[config.mk]
export PLATFORM = sky130hd
export DESIGN_NAME = note_judge
export DESIGN_NICKNAME = d
export VERILOG_FILES = /design/src/rtl/gh_pkg.sv /design/src/rtl/note_scroll_line.sv /design/src/rtl/note_judge.sv
export SDC_FILE = /design/constraint.sdc
export NUM_CORES = 1
export LEC_CHECK = 0
export ABC_CLOCK_PERIOD_IN_PS = 6300
export BUFFER_PORTS_ARGS = -buffer_cell sky130_fd_sc_hd__buf_4
export CAP_MARGIN = 5
export CORE_MARGIN = 2
export CORE_UTILIZATION = 35
export CTS_CLUSTER_DIAMETER = 80
export DETAILED_ROUTE_END_ITERATION = 10
export PLACE_DENSITY = 0.69
export SETUP_SLACK_MARGIN = 0.02
export SYNTH_ARGS = -nofsm -noshare
export SYNTH_HDL_FRONTEND = slang
export SYNTH_SLANG_ARGS = --single-unit
[constraint.sdc]
create_clock -name clk -period 6.3 [get_ports clk]
set_input_delay 0.63 -clock clk [delete_from_list [all_inputs] [get_ports clk]]
set_output_delay 0.63 -clock clk [all_outputs]
set_load 0.03 [all_outputs]
[src/rtl/gh_pkg.sv]
// Shared note-highway types and constants, used by the hit judge and the VGA renderer.
// A slot carries a chord plus a flag recording whether the player has already been judged on it.
package gh_pkg;

    localparam int LANES      = 5;
    localparam int COMBO_STEP = 10;
    localparam int MULT_MAX   = 4;

    localparam int COMBO_W = 8;
    localparam int MULT_W  = 3;
    localparam int SCORE_W = 16;

    typedef logic [LANES-1:0] chord_t;

    localparam chord_t NOTE_NONE = '0;
    localparam chord_t CHORD_A5  = 5'b00111;
    localparam chord_t CHORD_G5  = 5'b01011;

    localparam logic [COMBO_W-1:0] COMBO_MAX = '1;
    localparam logic [SCORE_W-1:0] SCORE_MAX = 16'hFFFF;

    typedef struct packed {
        chord_t chord;
        logic   judged;
    } slot_t;

    // Multiplier earned by a given combo: one step per COMBO_STEP hits, capped at MULT_MAX.
    function automatic logic [MULT_W-1:0] mult_of(input logic [COMBO_W-1:0] combo);
        int steps;
        steps = int'(combo) / COMBO_STEP;
        if (steps >= MULT_MAX - 1) begin
            return MULT_W'(MULT_MAX);
        end
        return MULT_W'(steps + 1);
    endfunction

endpackage

[src/rtl/note_scroll_line.sv]
// TRAVEL-deep scroll line of note slots; slot TRAVEL-1 is the hit line and the slot that leaves.
// A shift takes priority over a judge mark, because a marked slot that shifts out is gone anyway.
module note_scroll_line
    import gh_pkg::*;
#(
    parameter int TRAVEL = 8
) (
    input  logic                    clk,
    input  logic                    resetn,
    input  logic                    i_flush,
    input  logic                    i_shift,
    input  chord_t                  i_chord,
    input  logic                    i_mark,
    output slot_t                   o_leave_slot,
    output logic [TRAVEL*LANES-1:0] o_lane_view
);

    slot_t [TRAVEL-1:0] r_slots;
    slot_t              w_entry;

    assign w_entry = '{chord: i_chord, judged: 1'b0};

    always_ff @(posedge clk or negedge resetn) begin
        if (!resetn) begin
            // NOTE: the slot array is reset like any other register, since the highway must show empty after reset.
            r_slots <= '0;
        end else if (i_flush) begin
            r_slots <= '0;
        end else if (i_shift) begin
            // NOTE: non-blocking assignment, so every slot takes its neighbour's pre-edge value.
            r_slots <= {r_slots[TRAVEL-2:0], w_entry};
        end else if (i_mark) begin
            r_slots[TRAVEL-1].judged <= 1'b1;
        end
    end

    assign o_leave_slot = r_slots[TRAVEL-1];

    for (genvar k = 0; k < TRAVEL; k++) begin : g_view
        assign o_lane_view[k*LANES +: LANES] = r_slots[k].chord;
    end

endmodule

[src/rtl/note_judge.sv]
// Judges strums against the chord on the hit line and keeps combo, multiplier and score.
// The judgement is made on the hit slot before any shift in the same cycle, so a leaving note judged now never also counts as passed.
module note_judge
    import gh_pkg::*;
#(
    parameter int TRAVEL = 8
) (
    input  logic                    clk,
    input  logic                    resetn,
    input  logic                    load,
    input  logic                    eight_beat,
    input  logic [LANES-1:0]        exp_notes,
    input  logic [LANES-1:0]        frets,
    input  logic                    strum,
    output logic                    hit,
    output logic                    miss,
    output logic [COMBO_W-1:0]      combo,
    output logic [MULT_W-1:0]       multiplier,
    output logic [SCORE_W-1:0]      score,
    output logic [TRAVEL*LANES-1:0] lane_view
);

    localparam int SUM_W = SCORE_W + 1;

    slot_t              w_hit_slot;
    logic               w_strum;
    logic               w_tick;
    logic               w_live;
    logic               w_mark;
    logic               w_hit;
    logic               w_miss;
    logic [COMBO_W-1:0] w_combo_nxt;
    logic [SCORE_W-1:0] w_score_nxt;
    logic [SUM_W-1:0]   w_score_sum;

    logic               r_hit;
    logic               r_miss;
    logic [COMBO_W-1:0] r_combo;
    logic [MULT_W-1:0]  r_mult;
    logic [SCORE_W-1:0] r_score;

    note_scroll_line #(
        .TRAVEL (TRAVEL)
    ) u_scroll (
        .clk          (clk),
        .resetn       (resetn),
        .i_flush      (!load),
        .i_shift      (w_tick),
        .i_chord      (exp_notes),
        .i_mark       (w_mark),
        .o_leave_slot (w_hit_slot),
        .o_lane_view  (lane_view)
    );

    // A strum on a live note always judges it; a strum on nothing live is an overstrum.
    always_comb begin
        w_strum = load && strum;
        w_tick  = load && eight_beat;
        w_live  = (w_hit_slot.chord != NOTE_NONE) && !w_hit_slot.judged;
        w_mark  = w_strum && w_live;
        w_hit   = w_mark && (frets == w_hit_slot.chord);
        w_miss  = (w_mark && !w_hit)
               || (w_strum && !w_live)
               || (w_tick && w_live && !w_strum);
    end

    always_comb begin
        // NOTE: defaults first, so every path assigns every output and no latch is inferred.
        w_combo_nxt = r_combo;
        w_score_nxt = r_score;
        w_score_sum = {1'b0, r_score} + SUM_W'(r_mult);
        if (!load || w_miss) begin
            w_combo_nxt = '0;
        end else if (w_hit) begin
            if (r_combo != COMBO_MAX) begin
                w_combo_nxt = r_combo + 1'b1;
            end
            w_score_nxt = w_score_sum[SCORE_W] ? SCORE_MAX : w_score_sum[SCORE_W-1:0];
        end
    end

    always_ff @(posedge clk or negedge resetn) begin
        if (!resetn) begin
            r_hit   <= 1'b0;
            r_miss  <= 1'b0;
            r_combo <= '0;
            r_mult  <= MULT_W'(1);
            r_score <= '0;
        end else begin
            r_hit   <= w_hit;
            r_miss  <= w_miss;
            r_combo <= w_combo_nxt;
            r_mult  <= mult_of(w_combo_nxt);
            r_score <= w_score_nxt;
        end
    end

    assign hit        = r_hit;
    assign miss       = r_miss;
    assign combo      = r_combo;
    assign multiplier = r_mult;
    assign score      = r_score;

endmodule

After elaboration in Yosys (flattened, before gate mapping)
Cells that the tools add are included. Widths: inputs -> output; s select.

Register bits after elaboration: 77. Bits in latches: 0. Memory bits (writable): 0. ROM bits: 0. Output and inout bits: 69. Word-level logic and storage cells: 62. Memories: 0.

$add $sub $neg: 3. $mul: 0. Div/mod/pow operators: 1. $lt $le $gt $ge: 1. Equality and inequality tests: 4. Shift-type cells: 0. Mux-type cells: 12. Bitwise gates (word level): 1. Reduce and logical (&&, ||, !) cells: 19.

Operators by type and width (number): $mux 48 (1); $mux 42 (1); $div 9x5->32 const B (1); $ge 32x3->1 const B (1); $mux 8 (3); $add 16x3->17 (1); $mux 16 (1); $logic_and 1x1->1 (9); $add 8x1->8 const B (1); $ne 8x8->1 const B (1); $mux 3 (2); $eq 5x5->1 (1); $logic_not 1->1 (5); $mux 5 (1); $reduce_bool 5->1 (1); $add 3x2->3 const B (1); $logic_or 1x1->1 (3); $mux 1 (3); $ne 3x1->1 const B (1); $ne 2x1->1 const B (1); $reduce_and 2->1 (1); $not 1->1 (1).

Longest topological paths before layout
Depth after elaboration: 14. Depth in mapped cells: 32.

Modules after synthesis
Synthesis repeated with hierarchy kept, for this count alone.

Cell total of the unflattened synthesis: 459. Area, all modules: 4401.7 um2.

Modules (own cells, without submodules): note_judge (times used 1, cells each 321, area an instance 2658.8 um2, seq. area each 726.9 um2); note_scroll_line (times used 1, cells each 138, area an instance 1742.9 um2, seq. area each 1026.0 um2).

Worst setup path before layout
Ideal clock, no wire load.

Path type: input -> register. Start: input frets[1]. End: register r_mult[0], in the netlist multiplier[0]. Arrival time: 6.958 ns. Path slack: -0.725 ns. Stages on the path: 29. Path through: xor2_1 > or3_1 > buf_2 > o41a_1 > a2111oi_4 > ha_1 > or3_1 > and3_1 > nor3_4 > nand2_1 > clkbuf_1 > a21o_1 > a21oi_1 > inv_1 > ha_1 > o21ai_0 > nor3_1 > a221o_1 > a21oi_1 > and4bb_1 > inv_2 > nor3_1 > a21oi_1 > or4b_1 > ha_1 > a221oi_1 > nand4_1 > or4b_1 > nor2_1.

Word-level cells in the longest chain between the ends: 12.

Ends and longest elaborated chain: from (decl) (RTL line note_judge.sv:13) `input logic [LANES-1:0] frets,`; $eq 5x5->1 (*) (RTL line note_judge.sv:61) `w_hit = w_mark && (frets == w_hit_slot.chord);`; $logic_and 1x1->1 (*) (RTL line note_judge.sv:61); $logic_not 1->1 (RTL line note_judge.sv:62) `w_miss = (w_mark && !w_hit)`; $logic_and 1x1->1 (RTL line note_judge.sv:62); $logic_or 1x1->1 (RTL line note_judge.sv:63) `|| (w_strum && !w_live)`; $logic_or 1x1->1 (RTL line note_judge.sv:64) `|| (w_tick && w_live && !w_strum);`; $logic_or 1x1->1 (RTL line note_judge.sv:72) `if (!load || w_miss) begin`; $mux 8 (*) (RTL line note_judge.sv:72); net w_combo_nxt[7] (RTL line note_judge.sv:32) `logic [COMBO_W-1:0] w_combo_nxt;`; $div 9x5->32 (*) (RTL line gh_pkg.sv:30) `steps = int'(combo) / COMBO_STEP;`; $ge 32x3->1 (RTL line gh_pkg.sv:31) `if (steps >= MULT_MAX - 1) begin`; $mux 1 (RTL line gh_pkg.sv:31); $mux 3 (*) (RTL line gh_pkg.sv:34) `return MULT_W'(steps + 1);`; to (signal assigned) (RTL line note_judge.sv:93) `r_mult <= mult_of(w_combo_nxt);`; to (decl) (RTL line note_judge.sv:39) `logic [MULT_W-1:0] r_mult;`.

The timed path passes the listed nets; every way through them passes the cells marked *. A chain may end at the register's enable or synchronous reset.

Final worst setup path
Start: register u_scroll.r_slots (netlist bit u_scroll.o_lane_view[38]). End: register r_mult[0], in the netlist multiplier[0].

Word-level cells in the longest chain between the ends: 14.

Ends and longest elaborated chain: from (decl) (RTL line note_scroll_line.sv:18) `slot_t [TRAVEL-1:0] r_slots;`; from (signal assigned) (RTL line note_scroll_line.sv:31) `r_slots <= {r_slots[TRAVEL-2:0], w_entry};`; $reduce_bool 5->1 (RTL line note_judge.sv:59) `w_live = (w_hit_slot.chord != NOTE_NONE) && !w_hit_slot.judged;`; $logic_and 1x1->1 (RTL line note_judge.sv:59); $logic_and 1x1->1 (RTL line note_judge.sv:60) `w_mark = w_strum && w_live;`; $logic_and 1x1->1 (RTL line note_judge.sv:61); $logic_not 1->1 (RTL line note_judge.sv:62); $logic_and 1x1->1 (RTL line note_judge.sv:62); $logic_or 1x1->1 (RTL line note_judge.sv:63); $logic_or 1x1->1 (RTL line note_judge.sv:64); $logic_or 1x1->1 (RTL line note_judge.sv:72); $mux 8 (*) (RTL line note_judge.sv:72); $div 9x5->32 (*) (RTL line gh_pkg.sv:30); $ge 32x3->1 (RTL line gh_pkg.sv:31); $mux 1 (RTL line gh_pkg.sv:31); $mux 3 (*) (RTL line gh_pkg.sv:34).

Mark *: on every way between the ends. The rest lies on a longest branch, timed or not.

==> impl_metrics.csv <==
group,metric,value,unit
synthesis,synth-compound-area-share,16.6,%
layout,syn_to_final_growth,34.8,%
detailed_routing,drtAntennaViolNets,0,
synthesis,muxShareOfSynthArea,10.2,%
timing,timing.final.crit_share,98.1,%
detailed_routing,wire_per_inst,16.1,um
layout,diodes,0,
layout,final_cell_mix,"buf_4, nor2_1, dfrtp_1",
global_routing,grt_usage,18.7,%
synthesis,synth-edff-count,0,
floorplanning,ios,84,
synthesis,synth_fp_nets,487,
global_routing,antenna_found_initial,0,
clock_network,cts_sinks,70,
clock_network,cts_tree,"built",
timing,min_period,6.18,ns
worst_setup_path,worstPathMaxFanout,5,
detailed_routing,firstDrtPassIters,4,
synthesis,synth_top_family_by_area,"simple AND/OR/NAND/NOR gates",
synthesis,synthAdderAreaFrac,2.76,%
floorplanning,start_util,36.0,%
detailed_routing,drc,0,
timing,max_freq,0.162,GHz
place,portBuffers,83,
job,drv_cap,0,
timing,rsz0062_at_grt,"yes",
floorplanning,die_area,13300,sq um
synthesis,ys_types,68,
synthesis,syn_avg_cell_area,9.39,sq um
hold_path,hp-class,"input port to async pin",
timing,clock_skew,0.0101,ns
worst_setup_path,crit_arrival,6.45,ns
synthesis,yosys_warnings,0,
timing,report.final.slew_viol_count,0,
synthesis,netlist_area,4350,sq um
layout,num-nets-final,598,
detailed_routing,vias,3963,
pwr,p_total,1.05,mW
place,placed_area,5460,sq um
worst_setup_path,end_kind,"flop",
place,place_congestion,0.917,
place,dpl_worst_slack,-0.0815,ns
timing,hold_violations,0,
floorplanning,die_height,115,um
timing,maxSlewHeadroom,40.8,%
layout,stdcell_area,5860,sq um
synthesis,synth_seq_cells,70,
worst_setup_path,cp_num_buf_inv,2,
status,status,"finished, final reports clean",
timing,fin_tns_setup,0,ns
floorplanning,die_w,115,um
worst_setup_path,crit_slowest_cell,"or4b_4",
worst_setup_path,startpoint_type,"flop",
synthesis,ys.flop_type,"dfrtp_1",
global_routing,grt_overflow_total,0,
global_routing,grt_pass1_vias,3963,
clock_network,htree_levels,3,
detailed_routing,routed_wl,12.0,mm
clock_network,clk_pin_slew,0.06,ns
detailed_routing,avgViaCountPerCell,5.31,
clock_network,clk_path_buf_depth,2,
worst_setup_path,cp.required,6.57,ns
worst_setup_path,r2r_slack,0.12,ns
global_routing,grt_pass1_wl,19.7,mm
synthesis,synth_simple_gate_area_share,21.2,%
clock_network,cts_buffers,9,
pwr,p_leak,2.82,nW
floorplanning,num_rows,40,
detailed_routing,drtIter0Drc,216,
synthesis,syn_inst,463,
layout,fin_cells,747,
timing,tightest_slew,0.887,ns
worst_setup_path,max_stage_delay,0.54,ns
place,place_inst,724,
layout,layout_commonest_cell,"buf_4",
layout,drive_gt1_share,34.2,%
floorplanning,fp.coreArea,12100,sq um
synthesis,synth-xor-area-share,4.06,%
global_routing,grt_max_degree,71,
timing,fin_ws,0.120,ns
clock_network,root_buffer,"clkbuf_16",
pwr,ir_drop,0.144,mV
synthesis,async_flop_share,100,%
timing,setup_viol,0,
worst_setup_path,crit_family,"simple AND/OR/NAND/NOR gates",
synthesis,yosysSeqAreaShare,40.3,%
worst_setup_path,crit_type,"flop to flop",
place,dpl.hpwl,8.82,mm
clock_network,insertion_delay,0.33,ns
pwr,power_density,180,nW/um^2
[routing by layer]
| metal | track usage, % | part of all wire, % |
|---|---|---|
| met4 | 4.74 | 1.1 |
| met5 | 0 | 0 |
| met3 | 5.60 | 7.0 |
| met2 | 31.6 | 50 |
| met1 | 23.4 | 42 |
[synth_stat cells (5+ instances only)]
library cell / instances / area, sq um
mux2i_1: 43 / 430
a21oi_1: 15 / 75.1
a21o_1: 5 / 37.5
o21ai_0: 18 / 90.1
nand3_1: 17 / 85.1
and4_1: 7 / 61.3
nand2_1: 31 / 116
or3_1: 9 / 56.3
xor2_1: 7 / 61.3
buf_1: 7 / 26.3
clkbuf_1: 14 / 52.6
buf_4: 6 / 45.0
inv_1: 14 / 52.6
nor2_1: 67 / 251
nor3_1: 13 / 65.1
a211oi_1: 7 / 52.6
dfrtp_1: 69 / 1730
ha_1: 8 / 100
xnor2_1: 10 / 87.6
nand4_1: 9 / 56.3
[worst paths after layout]
| path | start | end | cells after the start |
|---|---|---|---|
| min in group clk | score[0] | score[0] | 2 |
| hold / removal | resetn | u_scroll.o_lane_view[20] | 1 |
| setup reg to reg | u_scroll.o_lane_view[38] | multiplier[0] | 28 |
| setup / recovery | u_scroll.o_lane_view[38] | multiplier[0] | 28 |
| hold reg to reg | score[0] | score[0] | 2 |
| max in group asynchronous | resetn | u_scroll.o_lane_view[39] | 1 |
[what timing repair did]
| action | in CTS | in global routing |
|---|---|---|
| gates resized for setup | 0 | 14 |
| pin swaps | 2 | 11 |
| hold buffers | 0 | 0 |
| setup buffers | 3 | 4 |
| endpoints found under the hold margin | 0 | 0 |
| setup endpoints to repair | 1 | 1 |
[where the power goes]
group	switching (mW)	total, mW	internal (mW)
combinational	0.0433	0.0709	0.0276
sequential	0.00345	0.457	0.454
clock	0.202	0.524	0.322
[through the flow]
| step | util [%] | hold slack [ns] |
|---|---|---|
| 4_1_cts | 48.0 | 0.462 |
| 3_5_place_dp | 45.2 | 0.503 |
| 6_report | 48.6 | 0.429 |
| 5_1_grt | 48.6 | 0.504 |
| 3_3_place_gp | 45.2 | 0.483 |
| 2_1_floorplan | - | 0.334 |
[cells by family after synthesis]
kind of cell,count (synthesis)
flops,70
fa+ha+maj,9
xor+xnor,18
mux,44
compound gates,93
simple gates,181
buf+inv,48
[layout make-up]
cell class              instances  area (sq um)
clock buffers                  11           243
repair buffers                130           976
flip-flops and latches         70          1760
fillers                      1109          6200
multi-input cells             345          2540
clock inverters                 5          65.1
inverters                      18          67.6
well taps                     168           210
[registers in the layout, summed over array words and instances (netlist names)]
| name | flops |
|---|---|
| hit | 1 |
| u_scroll.o_lane_view | 40 |
| score | 16 |
| multiplier | 3 |
| combo | 8 |
| u_scroll.o_leave_slot | 1 |
| miss | 1 |
(Power assumes the default switching activity.)
